**src/rtl/softex_elastic_delay_if.sv**
```systemverilog
// softex_elastic_delay_if
//   Valid/ready beat channel used on both sides of the elastic delay line.
//   valid : beat valid (producer -> consumer)
//   ready : consumer accepts (consumer -> producer)
//   data  : NUM_ROWS rows of DATA_WIDTH bits (producer -> consumer)
//   strb  : per-row strobe (producer -> consumer)
//   master modport is the producer side, slave modport the consumer side.
interface softex_elastic_delay_if #(
  parameter int DATA_WIDTH = 16,
  parameter int NUM_ROWS   = 8
) ();
  logic                                 valid;
  logic                                 ready;
  logic [NUM_ROWS-1:0][DATA_WIDTH-1:0]  data;
  logic [NUM_ROWS-1:0]                  strb;

  modport master (output valid, output data, output strb, input  ready);
  modport slave  (input  valid, input  data, input  strb, output ready);
endinterface

```
**src/rtl/softex_elastic_delay.sv**
```systemverilog
// softex_elastic_delay
//   Elastic valid/ready delay line with a run-time selectable number of
//   active register stages (0..MAX_REGS). Bubbles collapse under
//   back-pressure, data rows are captured only when their strobe is set,
//   and the live number of held beats is reported.
// Ports
//   clk_i, rst_i  : clock, asynchronous active-high reset
//   enable_i      : global advance enable; low freezes all state
//   clear_i       : synchronous flush (wins over enable_i)
//   depth_i       : requested active depth, clamped to MAX_REGS
//   in_if         : upstream channel (slave side)
//   out_if        : downstream channel (master side)
//   occupancy_o   : beats held in active stages
//   busy_o        : occupancy_o != 0
module softex_elastic_delay #(
  parameter  int MAX_REGS   = 4,
  parameter  int DATA_WIDTH = 16,
  parameter  int NUM_ROWS   = 8,
  localparam int DW         = $clog2(MAX_REGS + 1)
) (
  input  logic                    clk_i,
  input  logic                    rst_i,
  input  logic                    enable_i,
  input  logic                    clear_i,
  input  logic [DW-1:0]           depth_i,
  softex_elastic_delay_if.slave   in_if,
  softex_elastic_delay_if.master  out_if,
  output logic [DW-1:0]           occupancy_o,
  output logic                    busy_o
);

  typedef logic [NUM_ROWS-1:0][DATA_WIDTH-1:0] rows_t;
  localparam logic [DW-1:0] MAX_D = DW'(MAX_REGS);

  logic [DW-1:0]                   depth_q, depth_d, depth_clamp;
  logic [DW-1:0]                   occ_q, occ_d;
  logic [MAX_REGS-1:0]             valid_q, valid_d;
  logic [MAX_REGS-1:0][NUM_ROWS-1:0] strb_q, strb_d;
  rows_t [MAX_REGS-1:0]            data_q, data_d;

  logic [MAX_REGS-1:0]             adv;
  logic [MAX_REGS:0]               src_valid;
  logic [MAX_REGS:0][NUM_ROWS-1:0] src_strb;
  rows_t [MAX_REGS:0]              src_data;

  logic        pass_mode, depth_update, in_xfer, out_xfer;
  logic        in_ready, out_valid;
  rows_t       out_data;
  logic [NUM_ROWS-1:0] out_strb;

  assign depth_clamp  = (depth_i > MAX_D) ? MAX_D : depth_i;
  assign pass_mode    = (depth_q == '0);
  // Depth may only move while the pipe is empty; the switch cycle refuses input.
  assign depth_update = enable_i & ~clear_i & (occ_q == '0) & (depth_clamp != depth_q);

  // Advance chain, walked from the output stage back to stage 1 so that
  // ready_i ripples combinationally through every active stage.
  always_comb begin : adv_chain
    logic onward;
    // NOTE: every always_comb output gets a default first so no latch is inferred.
    adv    = '0;
    onward = out_if.ready;
    for (int k = MAX_REGS - 1; k >= 0; k--) begin
      if (k < int'(depth_q)) begin
        adv[k] = enable_i & (~valid_q[k] | onward);
        onward = adv[k];
      end
    end
  end

  // Source of each stage: index 0 is the input port, index k+1 is stage k.
  always_comb begin : sources
    src_valid[0] = in_if.valid & ~depth_update;
    src_strb[0]  = in_if.strb;
    src_data[0]  = in_if.data;
    for (int k = 0; k < MAX_REGS; k++) begin
      src_valid[k+1] = valid_q[k];
      src_strb[k+1]  = strb_q[k];
      src_data[k+1]  = data_q[k];
    end
  end

  always_comb begin : stage_next
    valid_d = valid_q;
    strb_d  = strb_q;
    data_d  = data_q;
    if (clear_i) begin
      valid_d = '0;
      strb_d  = '0;
      data_d  = '0;
    end else begin
      for (int k = 0; k < MAX_REGS; k++) begin
        if (adv[k]) begin
          valid_d[k] = src_valid[k];
          strb_d[k]  = src_strb[k];
          // Rows without a live strobe keep their old contents.
          for (int r = 0; r < NUM_ROWS; r++) begin
            if (src_valid[k] && src_strb[k][r]) data_d[k][r] = src_data[k][r];
          end
        end
      end
    end
  end

  always_comb begin : handshake
    in_ready  = 1'b0;
    out_valid = 1'b0;
    out_data  = '0;
    out_strb  = '0;
    if (pass_mode) begin
      in_ready  = enable_i & ~rst_i & ~clear_i & ~depth_update & out_if.ready;
      out_valid = enable_i & ~clear_i & ~depth_update & in_if.valid;
      out_data  = in_if.data;
      out_strb  = in_if.strb;
    end else begin
      in_ready = enable_i & ~rst_i & ~clear_i & ~depth_update & adv[0];
      for (int k = 0; k < MAX_REGS; k++) begin
        if (int'(depth_q) == k + 1) begin
          out_valid = enable_i & ~clear_i & valid_q[k];
          out_data  = data_q[k];
          out_strb  = strb_q[k];
        end
      end
    end
  end

  assign in_if.ready  = in_ready;
  assign out_if.valid = out_valid;
  assign out_if.data  = out_data;
  assign out_if.strb  = out_strb;

  assign in_xfer  = in_if.valid & in_ready;
  assign out_xfer = out_valid & out_if.ready;

  always_comb begin : ctrl_next
    depth_d = depth_q;
    occ_d   = occ_q;
    if (clear_i) begin
      depth_d = depth_clamp;
      occ_d   = '0;
    end else begin
      if (depth_update) depth_d = depth_clamp;
      if (pass_mode)               occ_d = '0;
      else if (in_xfer && !out_xfer) occ_d = occ_q + 1'b1;
      else if (!in_xfer && out_xfer) occ_d = occ_q - 1'b1;
    end
  end

  always_ff @(posedge clk_i or posedge rst_i) begin
    if (rst_i) begin
      depth_q <= MAX_D;
      occ_q   <= '0;
      valid_q <= '0;
      strb_q  <= '0;
      // NOTE: data rows are reset too because data_o must read zero out of reset.
      data_q  <= '0;
    end else begin
      // NOTE: state registers use non-blocking assignments only.
      depth_q <= depth_d;
      occ_q   <= occ_d;
      valid_q <= valid_d;
      strb_q  <= strb_d;
      data_q  <= data_d;
    end
  end

  assign occupancy_o = occ_q;
  assign busy_o      = (occ_q != '0);

endmodule

```
**src/flat_wrapper.sv**
```systemverilog
// flat-port wrapper written by rule: the top's interface ports become plain ports
module softex_elastic_delay_flat 
#(
  parameter  int MAX_REGS   = 4,
  parameter  int DATA_WIDTH = 16,
  parameter  int NUM_ROWS   = 8,
  localparam int DW         = $clog2(MAX_REGS + 1)
)
  (clk_i, rst_i, enable_i, clear_i, depth_i, occupancy_o, busy_o, in_if_valid, in_if_data, in_if_strb, in_if_ready, out_if_valid, out_if_data, out_if_strb, out_if_ready);
  softex_elastic_delay_if #(.DATA_WIDTH(DATA_WIDTH), .NUM_ROWS(NUM_ROWS)) in_if_i ();
  softex_elastic_delay_if #(.DATA_WIDTH(DATA_WIDTH), .NUM_ROWS(NUM_ROWS)) out_if_i ();
  input  logic clk_i;
  input  logic rst_i;
  input  logic enable_i;
  input  logic clear_i;
  input  logic [DW-1:0] depth_i;
  output logic [DW-1:0] occupancy_o;
  output logic busy_o;
  input wire logic [$bits(in_if_i.valid)-1:0] in_if_valid;
  input wire logic [$bits(in_if_i.data)-1:0] in_if_data;
  input wire logic [$bits(in_if_i.strb)-1:0] in_if_strb;
  output wire logic [$bits(in_if_i.ready)-1:0] in_if_ready;
  output wire logic [$bits(out_if_i.valid)-1:0] out_if_valid;
  output wire logic [$bits(out_if_i.data)-1:0] out_if_data;
  output wire logic [$bits(out_if_i.strb)-1:0] out_if_strb;
  input wire logic [$bits(out_if_i.ready)-1:0] out_if_ready;
  assign in_if_i.valid = in_if_valid;
  assign in_if_i.data = in_if_data;
  assign in_if_i.strb = in_if_strb;
  assign in_if_ready = in_if_i.ready;
  assign out_if_valid = out_if_i.valid;
  assign out_if_data = out_if_i.data;
  assign out_if_strb = out_if_i.strb;
  assign out_if_i.ready = out_if_ready;
  softex_elastic_delay #(.MAX_REGS(MAX_REGS), .DATA_WIDTH(DATA_WIDTH), .NUM_ROWS(NUM_ROWS)) u_core (.clk_i(clk_i), .rst_i(rst_i), .enable_i(enable_i), .clear_i(clear_i), .depth_i(depth_i), .in_if(in_if_i), .out_if(out_if_i), .occupancy_o(occupancy_o), .busy_o(busy_o));
endmodule
```
**config.mk**
```make
export PLATFORM = sky130hd
export DESIGN_NAME = softex_elastic_delay_flat
export DESIGN_NICKNAME = d
export VERILOG_FILES = /design/src/rtl/softex_elastic_delay_if.sv /design/src/rtl/softex_elastic_delay.sv /design/src/flat_wrapper.sv
export SDC_FILE = /design/constraint.sdc
export NUM_CORES = 1
export LEC_CHECK = 0
export BUFFER_PORTS_ARGS = -buffer_cell sky130_fd_sc_hd__buf_2
export CORE_ASPECT_RATIO = 1.5
export CORE_MARGIN = 2
export CORE_UTILIZATION = 55
export DETAILED_ROUTE_END_ITERATION = 6
export GPL_ROUTABILITY_DRIVEN = 0
export PLACE_DENSITY_LB_ADDON = 0.3
export SLEW_MARGIN = 20
export SYNTH_ARGS = -nofsm -noshare
export SYNTH_HDL_FRONTEND = slang
export SYNTH_SLANG_ARGS = --single-unit
```
**constraint.sdc**
```tcl
create_clock -name clk_i -period 23.1 [get_ports clk_i]
set_input_delay 2.31 -clock clk_i [delete_from_list [all_inputs] [get_ports clk_i]]
set_output_delay 2.31 -clock clk_i [all_outputs]
set_load 0.1 [all_outputs]
```
== Yosys cells after proc, flatten, opt, wreduce, memory -nomap -nowiden ==
Cells that the tools add are included.

* Order comparisons: 5
* Add/subtract/negate cells: 2
* Multipliers: 0
* Shifts and indexed selects: 0
* Bitwise operators: 32
* Mux-type cells: 77
* Reduce and logical (&&, ||, !) cells: 109
* Eq/ne operators: 5
* Divide/modulo/power cells: 0

{| class="wikitable"
|+ Operators with widths
! kind !! count
|-
| $mux 128 || 9
|-
| $mux 16 || 32
|-
| $mux 512 || 1
|-
| $reduce_bool 2->1 || 37
|-
| $mux 8 || 9
|-
| $reduce_and 2->1 || 32
|-
| $logic_and 1x1->1 || 34
|-
| $mux 32 || 1
|-
| $and 1x1->1 || 21
|-
| $mux 3 || 7
|-
| $mux 1 || 17
|-
| $eq 3x3->1 const B || 3
|-
| $not 1->1 || 7
|-
| $logic_not 3->1 || 2
|-
| $lt 1x3->1 const A || 2
|-
| $lt 2x3->1 const A || 2
|-
| $mux 4 || 1
|-
| $or 1x1->1 || 4
|-
| $reduce_bool 4->1 || 1
|-
| $add 3x1->3 const B || 1
|-
| $eq 3x2->1 const B || 1
|-
| $gt 3x3->1 const B || 1
|-
| $ne 3x3->1 || 1
|-
| $reduce_bool 3->1 || 1
|-
| other kinds (2) || 3
|}

* RAM bits: 0
* Bits in registers: 554
* Input port bits: 145
* Output and inout port bits: 142
* Memories kept: 0
* Memory bits (read-only): 0
* Bits in latches: 0
* Logic and storage cells: 272

== Depth between registers and ports, before layout ==
* Depth in word-level cells: 22
* Gate-level depth with buffers: 13
* Depth with buffers taken out: 10

== Worst setup path after synthesis ==
OpenSTA, ideal clock, no wires.

* Path type: input-to-reg
* From: in rst_i
* To: reg u_core.occ_q[1] (netlist: u_core.occupancy_o[1])
* Slack: 6.233 ns
* Buffers on the path: 0
* Cell stages on the path: 6
* Library setup time: 0.080 ns
* Arrival: 16.787 ns
* Data required time: 23.020 ns
* Cell sequence: inv_1 > o2111ai_2 > nor3_1 > fa_1 > or3_1 > mux2i_1

* Word-level cells in the longest chain between the ends: 11
* Elaborated cells on any way between the ends: 15
* Those cells by class: mux (4); bitwise (7); reduce/logical (4)

{| class="wikitable"
|+ RTL lines
! what !! line !! text
|-
| start: declaration || flat_wrapper.sv:13 || <nowiki>input logic rst_i;</nowiki>
|-
| $not 1->1 (*) || softex_elastic_delay.sv:111, softex_elastic_delay.sv:116 ||
|-
| $and 1x1->1 (*) (3 in a row) || softex_elastic_delay.sv:111, softex_elastic_delay.sv:116 ||
|-
| $and 1x1->1 (on tied branches) || softex_elastic_delay.sv:116, softex_elastic_delay.sv:111 ||
|-
| $mux 1 (*) || softex_elastic_delay.sv:110 || <nowiki>if (pass_mode) begin</nowiki>
|-
| $and 1x1->1 (*) || softex_elastic_delay.sv:132 || <nowiki>assign in_xfer = in_if.valid & in_ready;</nowiki>
|-
| $logic_and 1x1->1 || softex_elastic_delay.sv:144 || <nowiki>else if (in_xfer && !out_xfer) occ_d = occ_q + 1'b1;</nowiki>
|-
| $mux 3 || softex_elastic_delay.sv:144 ||
|-
| $mux 3 || softex_elastic_delay.sv:143 || <nowiki>if (pass_mode) occ_d = '0;</nowiki>
|-
| $mux 3 || softex_elastic_delay.sv:138 || <nowiki>if (clear_i) begin</nowiki>
|-
| end signal: assignment || softex_elastic_delay.sv:152 || <nowiki>occ_q <= '0;</nowiki>
|-
| end signal: assignment || softex_elastic_delay.sv:160 || <nowiki>occ_q <= occ_d;</nowiki>
|-
| end: declaration || softex_elastic_delay.sv:36 || <nowiki>logic [DW-1:0] occ_q, occ_d;</nowiki>
|}

Mark *: on every way between the ends. The rest lies on a longest branch, timed or not.
A chain may end at the register's enable or synchronous reset.

== Final worst setup path ==
* From: in out_if_ready
* To: out in_if_ready

* Word-level cells in the longest chain between the ends: 14
* Elaborated cells on any way between the ends: 15
* Those cells by class: mux (5); bitwise (10)

{| class="wikitable"
|+ RTL lines
! what !! line !! text
|-
| start: declaration || flat_wrapper.sv:26 || <nowiki>input wire logic [$bits(out_if_i.ready)-1:0] out_if_ready;</nowiki>
|-
| $or 1x1->1 || softex_elastic_delay.sv:65 || <nowiki>adv[k] = enable_i & (~valid_q[k] | onward);</nowiki>
|-
| $and 1x1->1 || softex_elastic_delay.sv:65 ||
|-
| $mux 1 || softex_elastic_delay.sv:64 || <nowiki>if (k < int'(depth_q)) begin</nowiki>
|-
| $or 1x1->1 || softex_elastic_delay.sv:65 ||
|-
| $and 1x1->1 || softex_elastic_delay.sv:65 ||
|-
| $mux 1 || softex_elastic_delay.sv:64 ||
|-
| $or 1x1->1 || softex_elastic_delay.sv:65 ||
|-
| $and 1x1->1 || softex_elastic_delay.sv:65 ||
|-
| $mux 1 || softex_elastic_delay.sv:64 ||
|-
| $or 1x1->1 || softex_elastic_delay.sv:65 ||
|-
| $and 1x1->1 || softex_elastic_delay.sv:65 ||
|-
| $mux 1 || softex_elastic_delay.sv:64 ||
|-
| $and 1x1->1 || softex_elastic_delay.sv:116 || <nowiki>in_ready = enable_i & ~rst_i & ~clear_i & ~depth_update & adv[0];</nowiki>
|-
| $mux 1 (*) || softex_elastic_delay.sv:110 ||
|-
| end: declaration || flat_wrapper.sv:22 || <nowiki>output wire logic [$bits(in_if_i.ready)-1:0] in_if_ready;</nowiki>
|}

Marks and branches as above.

==> impl_metrics.tcl <==
set metrics [dict create \
    rsz0062_at_grt "false" \
    switching_power_mw 0.822 \
    finalSetupViolations 0 \
    vdd.ir_drop.worst_mv 0.0718 \
    endpoint_kind "primary output" \
    wl_um 76300 \
    drtIter0Drc 1863 \
    worstMarginPinSlew_ps 1060 \
    fp.dieW_um 188 \
    seq_area_frac_synth_pct 49.9 \
    synth_area_mm2 0.0278 \
    syn_to_final_growth_pct 11.5 \
    clockBufferDepth 3 \
    grt_use_met3_pct 5.98 \
    internal_power_mw 1.64 \
    avgViaCountPerCell 6.08 \
    track_usage_pct 29.4 \
    slew_headroom_pct 29.4 \
    skew_ps 17.1 \
    setup_tns_ps 0 \
    switching_share_pct 33.4 \
    synth-edff-count 0 \
    grt_pass1_wl_um 122000 \
    final_layout_size_suffix_gt1_share_pct 20.4 \
    place_area_mm2 0.0292 \
    busiest_layer "met2" \
    critical_path.cell_chain "buf_2, inv_2, o311a_1, a31oi_4, buf_4, a21oi_1, nor4_1, buf_2" \
    startpoint_type "primary input" \
    cap_violations 0 \
    stdcell_count 3483 \
    clock_latency_ps 600 \
    grt_use_met2_pct 49.5 \
    finalHoldViolCount 0 \
    seq_power_share_pct 41.2 \
    yosysUniqueCellTypes 56 \
    synthTopCellsByArea "dfrtp_1 50%, mux4_2 11%, mux2i_1 11%" \
    h-tree-depth 2 \
    dieArea_mm2 0.0524 \
    hold_buffers 0 \
    post-cts-setup-buffer-count 0 \
    fin_util_pct 62.3 \
    gr-usage-met1_pct 37.3 \
    synth_area_leader_cell "dfrtp_1" \
    grt_max_degree 123 \
    cts_resized 0 \
    async_reset_ff_share_pct 100 \
    critPathSlowestCell "buf_2" \
    io_buffers 286 \
    p_leak_nw 15.6 \
    combPwrFrac_pct 21.7 \
    rows 100 \
    io_pins 287 \
    synth_flop_cell "dfrtp_1" \
    crit_top_cell "buf_2" \
    nNetsFinal 2920 \
    cts_tree "done" \
    min_path_cells 1 \
    cts_made_buffers 53 \
    mappedNetlistNets 2752 \
    ys_seq_elements 554 \
    period_minus_slack_ps 6630 \
    cp_max_fo 18 \
    total_power_mw 2.46 \
    drc 0 \
    hpwl_um 45800 \
    fmax_ghz 0.151 \
    final_antenna_net_count 0 \
    antenna_found_initial 13 \
    dp.cells 3382 \
    synth_cells 2606 \
    hold_path.class "flip-flop to flip-flop" \
    clkSinkCount 554 \
    clockRootBuffer "clkbuf_16" \
    start_util_pct 55.8 \
    worstRegToRegCells 8 \
    syn_area_per_cell_um2 10.7 \
    powerDensity_mw_per_mm2 79.2 \
    drv_slew 0 \
    slowest_delay_ps 470 \
    cp.arrival_ps 4320 \
    via_count 21200 \
    clk_pin_slew_ps 60 \
    overflow 0 \
    die_h_um 279 \
    grt_pass1_vias 21900 \
    wl_per_cell_um 21.9 \
    fin_area_mm2 0.0310 \
    yosys.area.top_type_share_pct 49.8 \
    finalCritPeriodShare_pct 28.7 \
    yosysWarningCount 0 \
    clock_power_share_pct 37.1 \
    critical_path_class "primary input to primary output" \
    yosysMostFrequentCell "dfrtp_1" \
    core_mm2 0.0498 \
    first_pass_iters 5 \
    synth_commonest_cells "553 x dfrtp_1, 362 x nand2_1, 294 x nor2_1" \
    cp.required_ps 20790 \
    status "complete, no violations" \
]
cells by family after synthesis:
group | synth area share (%)
AND/OR/NAND/NOR | 13.0
adder cells (fa/ha/maj) | 0.0720
buffers and inverters | 6.20
multiplexers | 21.6
XOR/XNOR | 0.0945
flip-flops | 49.9
AO/OA/AOI/OAI | 9.24
sequential cells by signal, summed over array words and instances, names as in the netlist:
| name | count |
|---|---|
| u_core.data_q | 512 |
| u_core.depth_q | 3 |
| u_core.occupancy_o | 3 |
| u_core.src_strb | 32 |
| u_core.valid_q | 4 |
cell type report:
| type | count | area (µm²) |
|---|---|---|
| Inverter | 146 | 556 |
| Fill cell | 4082 | 18800 |
| Timing Repair Buffer | 317 | 1690 |
| Sequential cell | 554 | 13900 |
| Multi-Input combinational cell | 1702 | 12300 |
| Clock inverter | 20 | 241 |
| Tap cell | 663 | 830 |
| Clock buffer | 76 | 1570 |
| Antenna cell | 5 | 12.5 |
worst paths after layout:
path                                                start                           endpoint  slack (ps)
setup / recovery                             out_if_ready                        in_if_ready       16470
hold / removal             u_core.data_q[442]$_DFFE_PP0P_     u_core.data_q[442]$_DFFE_PP0P_         510
hold reg to reg            u_core.data_q[442]$_DFFE_PP0P_     u_core.data_q[442]$_DFFE_PP0P_         510
setup reg to reg            u_core.depth_q[2]$_DFFE_PP1P_  u_core.occupancy_o[1]$_DFFE_PP0P_       18940
min in group asynchronous                           rst_i  u_core.occupancy_o[2]$_DFFE_PP0P_        1880
max in group asynchronous                           rst_i      u_core.data_q[54]$_DFFE_PP0P_       18210
power groups by stage:
stage	clock (mW)	combinational, mW	sequential, mW
floorplan	0	0.440	1.01
global placement	0	0.529	1.03
detailed placement	0	0.533	1.03
CTS	0.924	0.535	1.01
global route	0.960	0.559	1.02
finish	0.911	0.533	1.01
per-stage QoR:
| stage | setup WS (ps) | hold WS, ps |
|---|---|---|
| floorplan | 5270 | 473 |
| global placement | 16480 | 487 |
| detailed placement | 16490 | 491 |
| CTS | 16430 | 509 |
| global route | 16360 | 518 |
| finish | 16470 | 506 |
critical path: cells and delay by family:
kind,cells,cell delay (ps)
AOI/OAI and AO/OA,3,700
buffers and inverters,4,1110
and+or+nand+nor,1,180
cells in the final DEF (no fill, tap or decap), types with 2 or more instances in the layout:
cell | synthesis | final
diode_2 | 0 | 5
nor3_1 | 4 | 4
nand2b_1 | 5 | 5
dfrtp_4 | 0 | 2
a211oi_1 | 2 | 2
a21oi_2 | 1 | 3
clkbuf_16 | 0 | 55
clkinv_2 | 0 | 11
dfrtp_1 | 553 | 551
mux4_2 | 136 | 136
mux2i_1 | 292 | 292
clkbuf_8 | 9 | 11
a21oi_1 | 181 | 179
inv_1 | 145 | 144
inv_8 | 0 | 2
buf_6 | 9 | 3
a22o_1 | 91 | 91
clkbuf_1 | 107 | 10
nand2_1 | 362 | 362
nand3_2 | 7 | 7
nor2_1 | 294 | 294
buf_4 | 3 | 28
and3_1 | 2 | 2
and2_1 | 8 | 8
nand3_1 | 136 | 136
o21ai_0 | 139 | 139
xnor2_1 | 3 | 3
nand3_4 | 9 | 9
bufinv_16 | 0 | 5
or3_1 | 4 | 4
buf_2 | 50 | 285
per-layer routing:
| layer | vias up | share of wire [%] |
|---|---|---|
| li1 | 9336 | - |
| met1 | 10900 | 39 |
| met2 | 802 | 50 |
| met3 | 179 | 6.8 |
| met4 | 14 | 3.6 |
| met5 | - | 0.12 |
No activity file was read; power rests on OpenSTA's default activity.
